--- src/rtl/mem_bus_pkg.sv ---
// mem_bus_pkg: shared definitions for the data-RAM bus.
//   - arb_state_e : arbiter FSM states
//   - MMODE_*     : master access mode encoding (shared with command_processor)
//   - Default*W   : default address/data widths
package mem_bus_pkg;

  localparam int unsigned DefaultAddrW = 16;
  localparam int unsigned DefaultDataW = 16;

  localparam logic MMODE_READ  = 1'b0;
  localparam logic MMODE_WRITE = 1'b1;

  typedef enum logic [1:0] {
    StIdle,
    StIssue,
    StResp,
    StRecover
  } arb_state_e;

endpackage

--- src/rtl/rr_pick2.sv ---
// rr_pick2: combinational two-way round-robin chooser.
// Ports:
//   req0_i, req1_i : request levels
//   last_i         : index of the port served most recently
//   valid_o        : at least one request present
//   pick_o         : chosen port index (meaningful only when valid_o)
module rr_pick2 (
  input  logic req0_i,
  input  logic req1_i,
  input  logic last_i,
  output logic valid_o,
  output logic pick_o
);

  always_comb begin
    valid_o = req0_i | req1_i;
    // On a tie the port not served last wins; otherwise the lone requester.
    if (req0_i && req1_i) begin
      pick_o = ~last_i;
    end else begin
      pick_o = req1_i;
    end
  end

endmodule

--- src/rtl/mem_bus_arbiter.sv ---
// mem_bus_arbiter: two-requester arbiter for the single-port data RAM.
// Serialises block/response handshakes from port 0 (command processor) and
// port 1 (loader/DMA), drives the RAM port and absorbs RAM read latency.
// Ports:
//   clk, rst                   : clock, synchronous active-high reset
//   reqN, modeN, addrN, wdataN : port N request level, mode, address, write data
//   rdataN, respN              : port N read data (held), one-cycle response pulse
//   ram_addr/ram_wdata/ram_we  : RAM command (registered)
//   ram_rdata                  : RAM read data, valid RD_LAT cycles after ram_addr
//   grant                      : port owning the current or last transaction
//   busy                       : high whenever the FSM is not idle
module mem_bus_arbiter
  import mem_bus_pkg::*;
#(
  parameter int unsigned ADDR_W = DefaultAddrW,
  parameter int unsigned DATA_W = DefaultDataW,
  parameter int unsigned RD_LAT = 1
) (
  input  logic              clk,
  input  logic              rst,
  input  logic              req0,
  input  logic              mode0,
  input  logic [ADDR_W-1:0] addr0,
  input  logic [DATA_W-1:0] wdata0,
  output logic [DATA_W-1:0] rdata0,
  output logic              resp0,
  input  logic              req1,
  input  logic              mode1,
  input  logic [ADDR_W-1:0] addr1,
  input  logic [DATA_W-1:0] wdata1,
  output logic [DATA_W-1:0] rdata1,
  output logic              resp1,
  output logic [ADDR_W-1:0] ram_addr,
  output logic [DATA_W-1:0] ram_wdata,
  output logic              ram_we,
  input  logic [DATA_W-1:0] ram_rdata,
  output logic              grant,
  output logic              busy
);

  // Counter spans 0..RD_LAT-1 while in ISSUE.
  localparam int unsigned CntW = (RD_LAT > 1) ? $clog2(RD_LAT) : 1;

  arb_state_e        state_q;
  logic [CntW-1:0]   cnt_q;
  logic              last_q;
  logic              mode_q;
  logic              grant_q;
  logic              ram_we_q;
  logic [ADDR_W-1:0] ram_addr_q;
  logic [DATA_W-1:0] ram_wdata_q;
  logic [DATA_W-1:0] rdata0_q;
  logic [DATA_W-1:0] rdata1_q;
  logic              resp0_q;
  logic              resp1_q;
  logic              busy_q;

  logic pick_valid;
  logic pick;

  rr_pick2 u_pick (
    .req0_i  (req0),
    .req1_i  (req1),
    .last_i  (last_q),
    .valid_o (pick_valid),
    .pick_o  (pick)
  );

  // ram_addr_q / ram_wdata_q double as the accept-time latches, so later
  // changes on addrN/wdataN cannot leak into an access in flight.
  always_ff @(posedge clk) begin
    if (rst) begin
      state_q     <= StIdle;
      cnt_q       <= '0;
      last_q      <= 1'b1;  // "port 1 served last" makes port 0 win the first tie
      mode_q      <= MMODE_READ;
      grant_q     <= 1'b0;
      ram_we_q    <= 1'b0;
      ram_addr_q  <= '0;
      ram_wdata_q <= '0;
      rdata0_q    <= '0;
      rdata1_q    <= '0;
      resp0_q     <= 1'b0;
      resp1_q     <= 1'b0;
      busy_q      <= 1'b0;
    end else begin
      // Pulsed outputs default low; each is set for exactly one cycle below.
      ram_we_q <= 1'b0;
      resp0_q  <= 1'b0;
      resp1_q  <= 1'b0;
      case (state_q)
        StIdle: begin
          if (pick_valid) begin
            grant_q     <= pick;
            mode_q      <= pick ? mode1 : mode0;
            ram_addr_q  <= pick ? addr1 : addr0;
            ram_wdata_q <= pick ? wdata1 : wdata0;
            ram_we_q    <= (pick ? mode1 : mode0) == MMODE_WRITE;
            cnt_q       <= '0;
            busy_q      <= 1'b1;
            state_q     <= StIssue;
          end
        end
        StIssue: begin
          cnt_q <= cnt_q + 1'b1;
          if (cnt_q == CntW'(RD_LAT - 1)) begin
            if (mode_q == MMODE_READ) begin
              if (grant_q) begin
                rdata1_q <= ram_rdata;
              end else begin
                rdata0_q <= ram_rdata;
              end
            end
            if (grant_q) begin
              resp1_q <= 1'b1;
            end else begin
              resp0_q <= 1'b1;
            end
            state_q <= StResp;
          end
        end
        StResp: begin
          last_q  <= grant_q;
          state_q <= StRecover;
        end
        StRecover: begin
          // Dead cycle: the master's request drops after resp falls and must
          // not be mistaken for a new one.
          busy_q  <= 1'b0;
          state_q <= StIdle;
        end
        default: begin
          busy_q  <= 1'b0;
          state_q <= StIdle;
        end
      endcase
    end
  end

  assign rdata0    = rdata0_q;
  assign rdata1    = rdata1_q;
  assign resp0     = resp0_q;
  assign resp1     = resp1_q;
  assign ram_addr  = ram_addr_q;
  assign ram_wdata = ram_wdata_q;
  assign ram_we    = ram_we_q;
  assign grant     = grant_q;
  assign busy      = busy_q;

endmodule

--- config.mk ---
export PLATFORM = sky130hd
export DESIGN_NAME = mem_bus_arbiter
export DESIGN_NICKNAME = d
export VERILOG_FILES = /design/src/rtl/mem_bus_pkg.sv /design/src/rtl/rr_pick2.sv /design/src/rtl/mem_bus_arbiter.sv
export SDC_FILE = /design/constraint.sdc
export NUM_CORES = 1
export LEC_CHECK = 0
export ABC_CLOCK_PERIOD_IN_PS = 3500
export BUFFER_PORTS_ARGS = -buffer_cell sky130_fd_sc_hd__buf_4
export CAP_MARGIN = 0
export CORE_MARGIN = 2
export CORE_UTILIZATION = 49
export CTS_CLUSTER_SIZE = 14
export DETAILED_ROUTE_END_ITERATION = 16
export PLACE_DENSITY = 0.82
export SLEW_MARGIN = 5
export SYNTH_ARGS = -nofsm -noshare
export SYNTH_HDL_FRONTEND = slang
export SYNTH_SLANG_ARGS = --single-unit
--- constraint.sdc ---
create_clock -name clk -period 3.5 [get_ports clk]
set_input_delay 0.35 -clock clk [delete_from_list [all_inputs] [get_ports clk]]
set_output_delay 0.35 -clock clk [all_outputs]
set_load 0.03 [all_outputs]
Word-level counts from Yosys, hierarchy flattened
Index checks and enable logic that the tools add are counted.

Register bits: 74. Input bits: 86. Logic and storage cells: 52.

$add $sub $neg: 1. Equality and inequality tests: 5. Mux-type cells: 13. Bitwise gates (word level): 8. Reductions and logical operators: 12.

Operators with widths (count): two-way mux 16 bit (2); one-hot mux 2 bit (4 select lines) (1); AND reduction 2 bit (4); AND reduction 4 bit (2); NOT 1 bit (7); two-way mux 1 bit (6); OR reduction 3 bit (2); == test 2 bit, second input constant (2); two-way mux 2 bit (2); inequality test 2 bit, second input constant (2); one-hot mux 1 bit (2 select lines) (2); nonzero test 2 bit (2); == test 2 x 1 -> 1 bit, second input constant (1); logical NOT 2 bit (1); adder 1 bit, second input constant (1); logical AND 1 bit (1); bitwise OR 1 bit (1).

Longest topological paths before layout
Gate-level depths: netlist (run 1).

Depth in word-level cells: 3. Mapped depth: 7. Gate-level depth less buffers: 5.

By module
From an unflattened synthesis (run 1), not the netlist that was laid out.

Cell total of the unflattened synthesis: 338. Area, all modules: 3035.4 µm².

By module, submodules not included: mem_bus_arbiter (instances 1, cells each 336, area each 3021.6 µm², sequential area each 1481.4 µm²); rr_pick2 (instances 1, cells each 2, area each 13.8 µm², sequential area each 0.0 µm²).

Worst setup path after synthesis (run 1)
OpenSTA, ideal clock, no wires.

Path type: flip-flop to flip-flop. Start point: register state_q[1]. End point: register rdata0_q[10] (netlist: rdata0[10]). Setup time: 0.138 ns. Arrival: 1.477 ns. Required time: 3.362 ns. Slack: 1.885 ns. Stages on the path, launching flop included: 8. Path buffers: 2. Cells stage by stage: dfxtp_1 inv_1 ha_1 or4b_1 buf_6 buf_12 nand2_2 a21oi_2.

Cells in the longest elaborated chain, start to end: 2.

Ends and longest elaborated chain: from (decl) (line mem_bus_arbiter.sv:44) `arb_state_e state_q;`; from (signal assigned) (line mem_bus_arbiter.sv:73) `state_q <= StIdle;`; from (signal assigned) (line mem_bus_arbiter.sv:101) `state_q <= StIssue;`; from (signal assigned) (line mem_bus_arbiter.sv:119) `state_q <= StResp;`; == test 2 x 1 -> 1 bit (line mem_bus_arbiter.sv:91) `case (state_q)`; AND reduction 4 bit (no line); to (signal assigned) (line mem_bus_arbiter.sv:111) `rdata0_q <= ram_rdata;`; to (decl) (line mem_bus_arbiter.sv:52) `logic [DATA_W-1:0] rdata0_q;`.

No other way between the ends. A chain may end at the register's enable or synchronous reset.

Worst setup path after layout (run 1)
Start point: register state_q[1]. End point: register rdata0_q[4] (netlist: rdata0[4]).

Same word-level chain as after synthesis.

==> results of run 1 <==
-- final cells by class --
| type | count | share of cell area |
|---|---|---|
| Multi-Input combinational cell | 265 | 0.328 |
| Sequential cell | 74 | 0.337 |
| Clock inverter | 3 | 0.00912 |
| Tap cell | 75 | 0.0214 |
| Clock buffer | 12 | 0.0330 |
| Timing Repair Buffer | 157 | 0.268 |
| Inverter | 3 | 0.00256 |
-- cell usage in the layout (no fill, tap or decap), types with 3 or more instances in the layout --
cell type / count
nand2_2: 10
buf_4: 157
nor2_1: 35
ha_1: 6
o21ai_0: 3
a211oi_1: 33
a21oi_1: 58
dfxtp_1: 74
a21oi_2: 10
nand2_1: 89
clkbuf_8: 10
inv_1: 3
-- worst paths after layout --
kind	slack, ns	depth (start not counted)	endpoint	start
worst min-delay path	0.27	3	ram_addr[8]	addr0[8]
worst max register to register	1.53	5	rdata0[4]	state_q[1]
worst min register to register	0.46	2	rdata1[3]	rdata1[3]
worst max-delay path	1.53	5	rdata0[4]	state_q[1]
-- sequential cells by signal, indices dropped and copies added, names as in the netlist --
| signal | cells |
|---|---|
| ram_wdata | 16 |
| resp1 | 1 |
| ram_addr | 16 |
| grant | 1 |
| state_q | 2 |
| resp0 | 1 |
| rdata0 | 16 |
| busy | 1 |
| last_q | 1 |
| mode_q | 1 |
| ram_we | 1 |
| cnt_q | 1 |
| rdata1 | 16 |
-- report_power, final --
| part | switching (mW) | internal, mW | total [mW] |
|---|---|---|---|
| clock | 0.289 | 0.344 | 0.633 |
| sequential | 0.137 | 1.05 | 1.19 |
| combinational | 0.926 | 0.568 | 1.49 |
-- synth_stat cells (2+ instances only) --
library cell	n	area, µm²
or3b_2	2	17.5
inv_1	3	11.3
clkbuf_1	11	41.3
nand2_1	89	334
ha_1	6	75.1
a211oi_1	33	248
clkbuf_2	2	10.0
a21oi_2	10	87.6
nand2_2	10	62.6
and4bb_2	2	25.0
dfxtp_1	74	1480
nor2_1	35	131
o21ai_0	3	15.0
buf_2	14	70.1
a21oi_1	58	290
-- worst min-delay path: cells and delay by family --
kind | cells | cell delay (ns)
compound gates | 1 | 0.05
buf+inv | 1 | 0.11
simple gates | 1 | 0.04
-- kinds of logic after synthesis --
family	share of synthesized area
DFF	0.481
buffers and inverters	0.0532
adders and majority gates	0.0244
AOI/OAI and AO/OA	0.227
and+or+nand+nor	0.215
-- layer usage --
| layer | track usage | vias up | part of all wire |
|---|---|---|---|
| met1 | 0.277 | 1395 | 0.42 |
| met4 | 0.0775 | 0 | 0.012 |
| li1 | - | 1533 | - |
| met5 | 0 | - | 0 |
| met2 | 0.402 | 128 | 0.47 |
| met3 | 0.0825 | 10 | 0.096 |
-- per-stage QoR --
step	std cells	utilization
4_1_cts	589	0.733
2_1_floorplan	371	-
3_5_place_dp	574	0.702
3_3_place_gp	574	0.702
5_1_grt	589	0.733
6_report	589	0.733
==> impl_metrics.env, run 1 <==
export IMPL_grt_pass1_vias=2926
export IMPL_leakagePower_nw=1.96
export IMPL_synth_seq_cells=74
export IMPL_rsz0062_at_grt="no"
export IMPL_die_w_um=83.3
export IMPL_drtAntennaViolNets=0
export IMPL_grt_max_degree=75
export IMPL_nFillCells=461
export IMPL_clkLatencyLatePin_ns=0.33
export IMPL_postRouteWirelength_um=8380
export IMPL_path_class="reg -> reg"
export IMPL_slowest_stage="or4b_1"
export IMPL_syn2layout_area_growth_pct=42.5
export IMPL_drive_gt1_frac=0.387
export IMPL_start_util=0.515
export IMPL_antenna_found_initial=0
export IMPL_endpoint_kind="register"
export IMPL_synth_nets=463
export IMPL_cp_top_family="simple AND/OR/NAND/NOR gates"
export IMPL_drv_slew=0
export IMPL_track_usage=0.236
export IMPL_synth_area_per_cell_um2=8.31
export IMPL_whs_ns=0.270
export IMPL_fin_skew_ns=0.00542
export IMPL_arrival_ns=2.15
export IMPL_cts_num_sinks=74
export IMPL_dr_pass1_iters=4
export IMPL_diodes=0
export IMPL_path_buf_inv=1
export IMPL_postPlaceCellArea_um2=4210
export IMPL_ir_drop_uv=508
export IMPL_fin_ws_ns=1.53
export IMPL_worst_pin_slew_ns=0.817
export IMPL_grt_first_pass_wirelength_um=13600
export IMPL_outcome="finished, final reports clean"
export IMPL_synth_async_sr_flop_share=0
export IMPL_synthCells=371
export IMPL_rows=28
export IMPL_via_per_inst=5.21
export IMPL_synth_edff_count=0
export IMPL_max_freq_ghz=0.507
export IMPL_maxCapViolCount=0
export IMPL_final_cell_area_um2=4390
export IMPL_fin_crit_ns=1.97
export IMPL_setup_viol=0
export IMPL_critPathMaxStageDelay_ns=0.81
export IMPL_cts_tree="yes"
export IMPL_post_cts_resized=0
export IMPL_wl_per_cell_um=14.2
export IMPL_post_route_drc_count=0
export IMPL_grt_overflow_total=0
export IMPL_finalCritPeriodShare=0.563
export IMPL_place_ws_ns=1.55
export IMPL_portBuffers=154
export IMPL_multi_input_area_um2=1440
export IMPL_cts_buffer_depth=2
export IMPL_ys_flop_type="dfxtp_1"
export IMPL_drt_iter0_markers=149
export IMPL_fin_tns_setup_ns=0
export IMPL_startpoint_type="register"
export IMPL_syn_cell_area_um2=3080
export IMPL_regArea_um2=1480
export IMPL_via_count=3066
export IMPL_die_area_um2=6940
export IMPL_hp_class="in -> reg"
export IMPL_hold_violations=0
export IMPL_cts_setup_buffers=0
export IMPL_dp_hpwl_um=5920
export IMPL_place_congestion=0.784
export IMPL_ctsHoldBuffers=0
export IMPL_cts_root_buf="clkbuf_8"
export IMPL_fp_coreArea_um2=5990
export IMPL_fp_dieH_um=83.3
export IMPL_powerDensity_nw_per_um2=754
export IMPL_max_slew_margin=0.455
export IMPL_path_cells="inv_1 > ha_1 > or4b_1 > nand2_1 > a21oi_1"
export IMPL_ios=155
export IMPL_fin_nets=602
export IMPL_cts_inserted_buffers=9
export IMPL_finalPower_mw=3.31
export IMPL_clk_pin_slew_ns=0.07
export IMPL_worstPathMaxFanout=16
export IMPL_yosys_warnings=0
export IMPL_ys_seq_area_frac=0.481
export IMPL_required_ns=3.67
export IMPL_htree_num_levels=3
export IMPL_synth_distinct_cells=34
Power figures use the tool's default switching activity.
==> inputs of run 2 (changes only) <==
--- a/config.mk
+++ b/config.mk
@@ -5,14 +5,14 @@
 export SDC_FILE = /design/constraint.sdc
 export NUM_CORES = 1
 export LEC_CHECK = 0
-export ABC_CLOCK_PERIOD_IN_PS = 3500
+export ABC_CLOCK_PERIOD_IN_PS = 1800
 export BUFFER_PORTS_ARGS = -buffer_cell sky130_fd_sc_hd__buf_4
 export CAP_MARGIN = 0
 export CORE_MARGIN = 2
-export CORE_UTILIZATION = 49
+export CORE_UTILIZATION = 41
 export CTS_CLUSTER_SIZE = 14
 export DETAILED_ROUTE_END_ITERATION = 16
-export PLACE_DENSITY = 0.82
+export PLACE_DENSITY = 0.73
 export SLEW_MARGIN = 5
 export SYNTH_ARGS = -nofsm -noshare
 export SYNTH_HDL_FRONTEND = slang
==> constraint.sdc (replaced) <==
create_clock -name clk -period 1.8 [get_ports clk]
set_input_delay 0.18 -clock clk [delete_from_list [all_inputs] [get_ports clk]]
set_output_delay 0.18 -clock clk [all_outputs]
set_load 0.03 [all_outputs]
==> run 2 against run 1 <==
Compared with the run above:
- worst hold slack worse by 0.19 ns
- total power increased by 110%
- design area is 5.1% higher
- global-route usage shrank 2.5 points
- combinational power is 110% higher
- worst setup slack worse by 1.4 ns
- first-iteration DRC count shrank 36%
- critical path depth stayed put
- sequential share of layout area decreased by 1.6 points
- utilization decreased by 9.7 points
- critical endpoint is now state_q[1]
- largest cell class unchanged
- largest power group unchanged
==> impl_metrics.env, run 2 (synthesis gave the netlist of run 1 again) <==
export IMPL_die_area_um2=8230
export IMPL_post_route_drc_count=0
export IMPL_fin_crit_ns=1.65
export IMPL_endpoint_kind="register"
export IMPL_fin_skew_ns=0.0110
export IMPL_fin_nets=611
export IMPL_postRouteWirelength_um=8560
export IMPL_diodes=0
export IMPL_cts_root_buf="clkbuf_8"
export IMPL_start_util=0.425
export IMPL_dp_hpwl_um=6200
export IMPL_clk_pin_slew_ns=0.08
export IMPL_grt_max_degree=62
export IMPL_arrival_ns=1.92
export IMPL_final_common_cell="buf_4"
export IMPL_place_ws_ns=0.115
export IMPL_ir_drop_uv=719
export IMPL_grt_first_pass_wirelength_um=14200
export IMPL_fp_dieH_um=90.7
export IMPL_via_count=3126
export IMPL_clkLatencyLatePin_ns=0.34
export IMPL_antenna_found_initial=0
export IMPL_rows=31
export IMPL_wl_per_cell_um=13.7
export IMPL_path_class="reg -> reg"
export IMPL_finalPower_mw=7.04
export IMPL_grt_overflow_total=0
export IMPL_die_w_um=90.7
export IMPL_final_cell_area_um2=4610
export IMPL_cts_tree="yes"
export IMPL_cts_inserted_buffers=9
export IMPL_cts_buffer_depth=2
export IMPL_fin_ws_ns=0.148
export IMPL_htree_num_levels=3
export IMPL_outcome="finished, final reports clean"
export IMPL_syn2layout_area_growth_pct=49.7
export IMPL_setup_viol=0
export IMPL_rsz0062_at_grt="no"
export IMPL_fp_coreArea_um2=7250
export IMPL_place_congestion=0.742
export IMPL_hp_class="in -> reg"
export IMPL_grt_pass1_vias=2983
export IMPL_dr_pass1_iters=4
export IMPL_leakagePower_nw=2.05
export IMPL_max_freq_ghz=0.605
export IMPL_drive_gt1_frac=0.406
export IMPL_max_slew_margin=0.555
export IMPL_drtAntennaViolNets=0
export IMPL_fin_tns_setup_ns=0
export IMPL_cts_num_sinks=74
export IMPL_ios=155
export IMPL_maxCapViolCount=0
export IMPL_finalCritPeriodShare=0.918
export IMPL_postPlaceCellArea_um2=4340
export IMPL_track_usage=0.211
export IMPL_drt_iter0_markers=96
export IMPL_required_ns=2.07
export IMPL_powerDensity_nw_per_um2=1530
export IMPL_hold_violations=0
export IMPL_worstPathMaxFanout=6
export IMPL_worst_pin_slew_ns=0.667
export IMPL_layout_common_cells="buf_4, nand2_1, dfxtp_1"
export IMPL_drv_slew=0
export IMPL_portBuffers=154
export IMPL_startpoint_type="register"
export IMPL_via_per_inst=5.02
[run 2: layer usage]
layer  GRT usage  vias up  share of wire
met5           0        -              0
met4      0.0769        0          0.011
met3      0.0726        8           0.11
met2       0.348      134           0.47
met1       0.255     1432           0.42
li1            -     1552              -
[run 2: stage by stage]
step | instances | hold WS (ns) | utilization
final | 623 | 0.0825 | 0.636
after global routing | 623 | 0.0604 | 0.636
after CTS | 623 | 0.0658 | 0.635
after detailed placement | 607 | 0.441 | 0.599
after global placement | 607 | 0.436 | 0.599
after floorplan | 371 | 0.316 | -
[run 2: what timing repair did]
action | 4_1_cts | 5_1_grt
endpoints found under the setup margin | 0 | 9
resized for setup | 0 | 2
setup buffers | 0 | 0
hold buffers | 0 | 0
[run 2: power breakdown]
group | internal, mW | switching (mW) | total [mW] | leakage [nW]
Combinational | 1.22 | 1.84 | 3.07 | 1.31
Sequential | 2.04 | 0.241 | 2.28 | 0.607
Clock | 1.06 | 0.631 | 1.69 | 0.129
[run 2: path summary, 6_finish.rpt]
check	start	to	slack, ns	cells past startpoint
setup / recovery	state_q[0]	state_q[1]	0.15	5
hold / removal	addr0[0]	ram_addr[0]	0.08	3
setup reg to reg	state_q[0]	state_q[1]	0.15	5
hold reg to reg	rdata1[13]	rdata1[13]	0.46	2
[run 2: cell type report]
cell class / instances / area (µm²)
fillers: 616 / 2640
repair buffers: 166 / 1280
inverters: 3 / 11.3
flip-flops and latches: 74 / 1480
clock buffers: 9 / 124
clock inverters: 7 / 141
multi-input cells: 265 / 1450
well taps: 99 / 124
[run 2: worst max-delay path, stage by stage (launching register included)]
cell and delay, ns:
dfxtp_1 0.41, inv_1 0.11, ha_1 0.27, nor3b_2 0.21, or3b_2 0.46, a21oi_1 0.12
==> inputs of run 3 (changes only) <==
--- a/config.mk
+++ b/config.mk
@@ -12,7 +12,7 @@
 export CORE_UTILIZATION = 41
 export CTS_CLUSTER_SIZE = 14
 export DETAILED_ROUTE_END_ITERATION = 16
-export PLACE_DENSITY = 0.73
+export PLACE_DENSITY = 0.76
 export SLEW_MARGIN = 5
 export SYNTH_ARGS = -nofsm -noshare
 export SYNTH_HDL_FRONTEND = slang
==> run 3 against run 2 <==
Compared with the run above:
- sequential share of layout area rose by 0.30 points
- clock skew fell by 0.0034 ns
- cell count fell by 0.16%
- critical path type unchanged
==> impl_metrics.env, run 3 (synthesis gave the netlist of run 1 again) <==
export IMPL_rsz0062_at_grt="no"
export IMPL_clkPwrFrac=0.229
export IMPL_diodes=0
export IMPL_nFillCells=621
export IMPL_final_cell_area_um2=4580
export IMPL_startpoint_type="register"
export IMPL_endpoint_kind="register"
export IMPL_r2r_cells=6
export IMPL_critPathMaxStageDelay_ns=0.44
export IMPL_fin_skew_ns=0.00754
export IMPL_layout_cells_non_filler=622
export IMPL_max_slew_margin=0.584
export IMPL_rows=31
export IMPL_max_freq_ghz=0.583
export IMPL_grt_overflow_total=0
export IMPL_grt_pass1_vias=3018
export IMPL_via_per_inst=4.98
export IMPL_r2r_start="state_q[1]"
export IMPL_fin_ws_ns=0.0841
export IMPL_antenna_found_initial=0
export IMPL_min_from="addr0[15]"
export IMPL_drive_gt1_frac=0.407
export IMPL_die_w_um=90.7
export IMPL_grt_first_pass_wirelength_um=14100
export IMPL_cts_inserted_buffers=9
export IMPL_start_util=0.425
export IMPL_drtAntennaViolNets=0
export IMPL_maxCapViolCount=0
export IMPL_hold_path_end="ram_addr[15]"
export IMPL_fp_dieH_um=90.7
export IMPL_dp_cells=607
export IMPL_htree_num_levels=3
export IMPL_clk_pin_slew_ns=0.08
export IMPL_whs_ns=0.0934
export IMPL_finalPower_mw=6.91
export IMPL_cts_root_buf="clkbuf_8"
export IMPL_cts_tree="yes"
export IMPL_cts_buffer_depth=2
export IMPL_portBuffers=154
export IMPL_setup_viol=0
export IMPL_p_comb_frac=0.439
export IMPL_hold_violations=0
export IMPL_powerDensity_nw_per_um2=1510
export IMPL_internal_power_mw=4.23
export IMPL_fin_nets=611
export IMPL_outcome="finished, final reports clean"
export IMPL_fin_tns_setup_ns=0
export IMPL_path_cells="inv_1 > ha_2 > or4b_1 > buf_4 > nand2_1 > a21oi_1"
export IMPL_required_ns=1.99
export IMPL_p_switching_mw=2.69
export IMPL_p_seq_frac=0.332
export IMPL_place_congestion=0.762
export IMPL_dp_hpwl_um=6200
export IMPL_drt_iter0_markers=94
export IMPL_ctsHoldBuffers=0
export IMPL_postRouteWirelength_um=8580
export IMPL_drv_slew=0
export IMPL_final_util=0.631
export IMPL_cp_top_family="simple AND/OR/NAND/NOR gates"
export IMPL_wl_per_cell_um=13.8
export IMPL_path_class="reg -> reg"
export IMPL_ir_drop_uv=823
export IMPL_fin_crit_ns=1.72
export IMPL_cts_num_sinks=74
export IMPL_p_sw_frac=0.389
export IMPL_dr_pass1_iters=4
export IMPL_grt_max_degree=58
export IMPL_fp_coreArea_um2=7250
export IMPL_track_usage=0.208
export IMPL_place_ws_ns=0.0396
export IMPL_hp_class="in -> reg"
export IMPL_syn2layout_area_growth_pct=48.4
export IMPL_ios=155
export IMPL_layout_common_cells="buf_4, nand2_1, dfxtp_1"
export IMPL_worst_pin_slew_ns=0.625
export IMPL_r2r_end="rdata0[3]"
export IMPL_final_common_cell="buf_4"
export IMPL_postPlaceCellArea_um2=4320
export IMPL_hold_depth=3
export IMPL_finalCritPeriodShare=0.953
export IMPL_rrSetupSlack_ns=0.08
export IMPL_clkLatencyLatePin_ns=0.33
export IMPL_die_area_um2=8230
export IMPL_arrival_ns=1.91
export IMPL_via_count=3098
export IMPL_leakagePower_nw=2.04
export IMPL_slowest_stage="or4b_1"
export IMPL_path_buf_inv=2
export IMPL_post_route_drc_count=0
export IMPL_worstPathMaxFanout=16
-- run 3: worst max path at each step --
stage,to,start,slack (ns),cells after the start
finish,rdata0[3],state_q[1],0.08,6
global route,rdata0[3],state_q[1],0.003,6
CTS,rdata0[3],state_q[1],0.04,6
detailed placement,rdata0[3],state_q[1],0.04,6
global placement,rdata0[4],state_q[1],0.18,6
floorplan,rdata0[10],state_q[1],0.19,7
-- run 3: power groups by stage --
stage / logic [mW] / registers [mW] / clock network, mW
6_report: 3.03 / 2.30 / 1.58
2_1_floorplan: 1.32 / 3.00 / 0
5_1_grt: 3.30 / 2.35 / 1.69
3_3_place_gp: 2.98 / 2.31 / 0
4_1_cts: 3.04 / 2.30 / 1.61
3_5_place_dp: 3.03 / 2.33 / 0
-- run 3: what timing repair did --
| item | 4_1_cts | 5_1_grt |
|---|---|---|
| resized for setup | 0 | 3 |
| buffers inserted | 0 | 0 |
| endpoints found under the setup margin | 0 | 10 |
-- run 3: cell type report --
class | instances | area [µm²] | share of cell area
well taps | 99 | 124 | 0.0271
clock buffers | 11 | 151 | 0.0331
clock inverters | 4 | 98.8 | 0.0216
flip-flops and latches | 74 | 1480 | 0.324
inverters | 3 | 11.3 | 0.00246
repair buffers | 166 | 1260 | 0.275
multi-input cells | 265 | 1450 | 0.317
-- run 3: metal layers --
layer	part of all wire	global-route usage	up-vias
li1	-	-	1550
met4	0.0090	0.0577	0
met5	0	0	-
met2	0.46	0.331	121
met3	0.10	0.0743	6
met1	0.43	0.266	1421
-- run 3: worst reg2reg max path, cell delays in order (launching register included) --
cell	delay [ns]
dfxtp_1	0.35
inv_1	0.13
ha_2	0.25
or4b_1	0.44
buf_4	0.23
nand2_1	0.11
a21oi_1	0.07
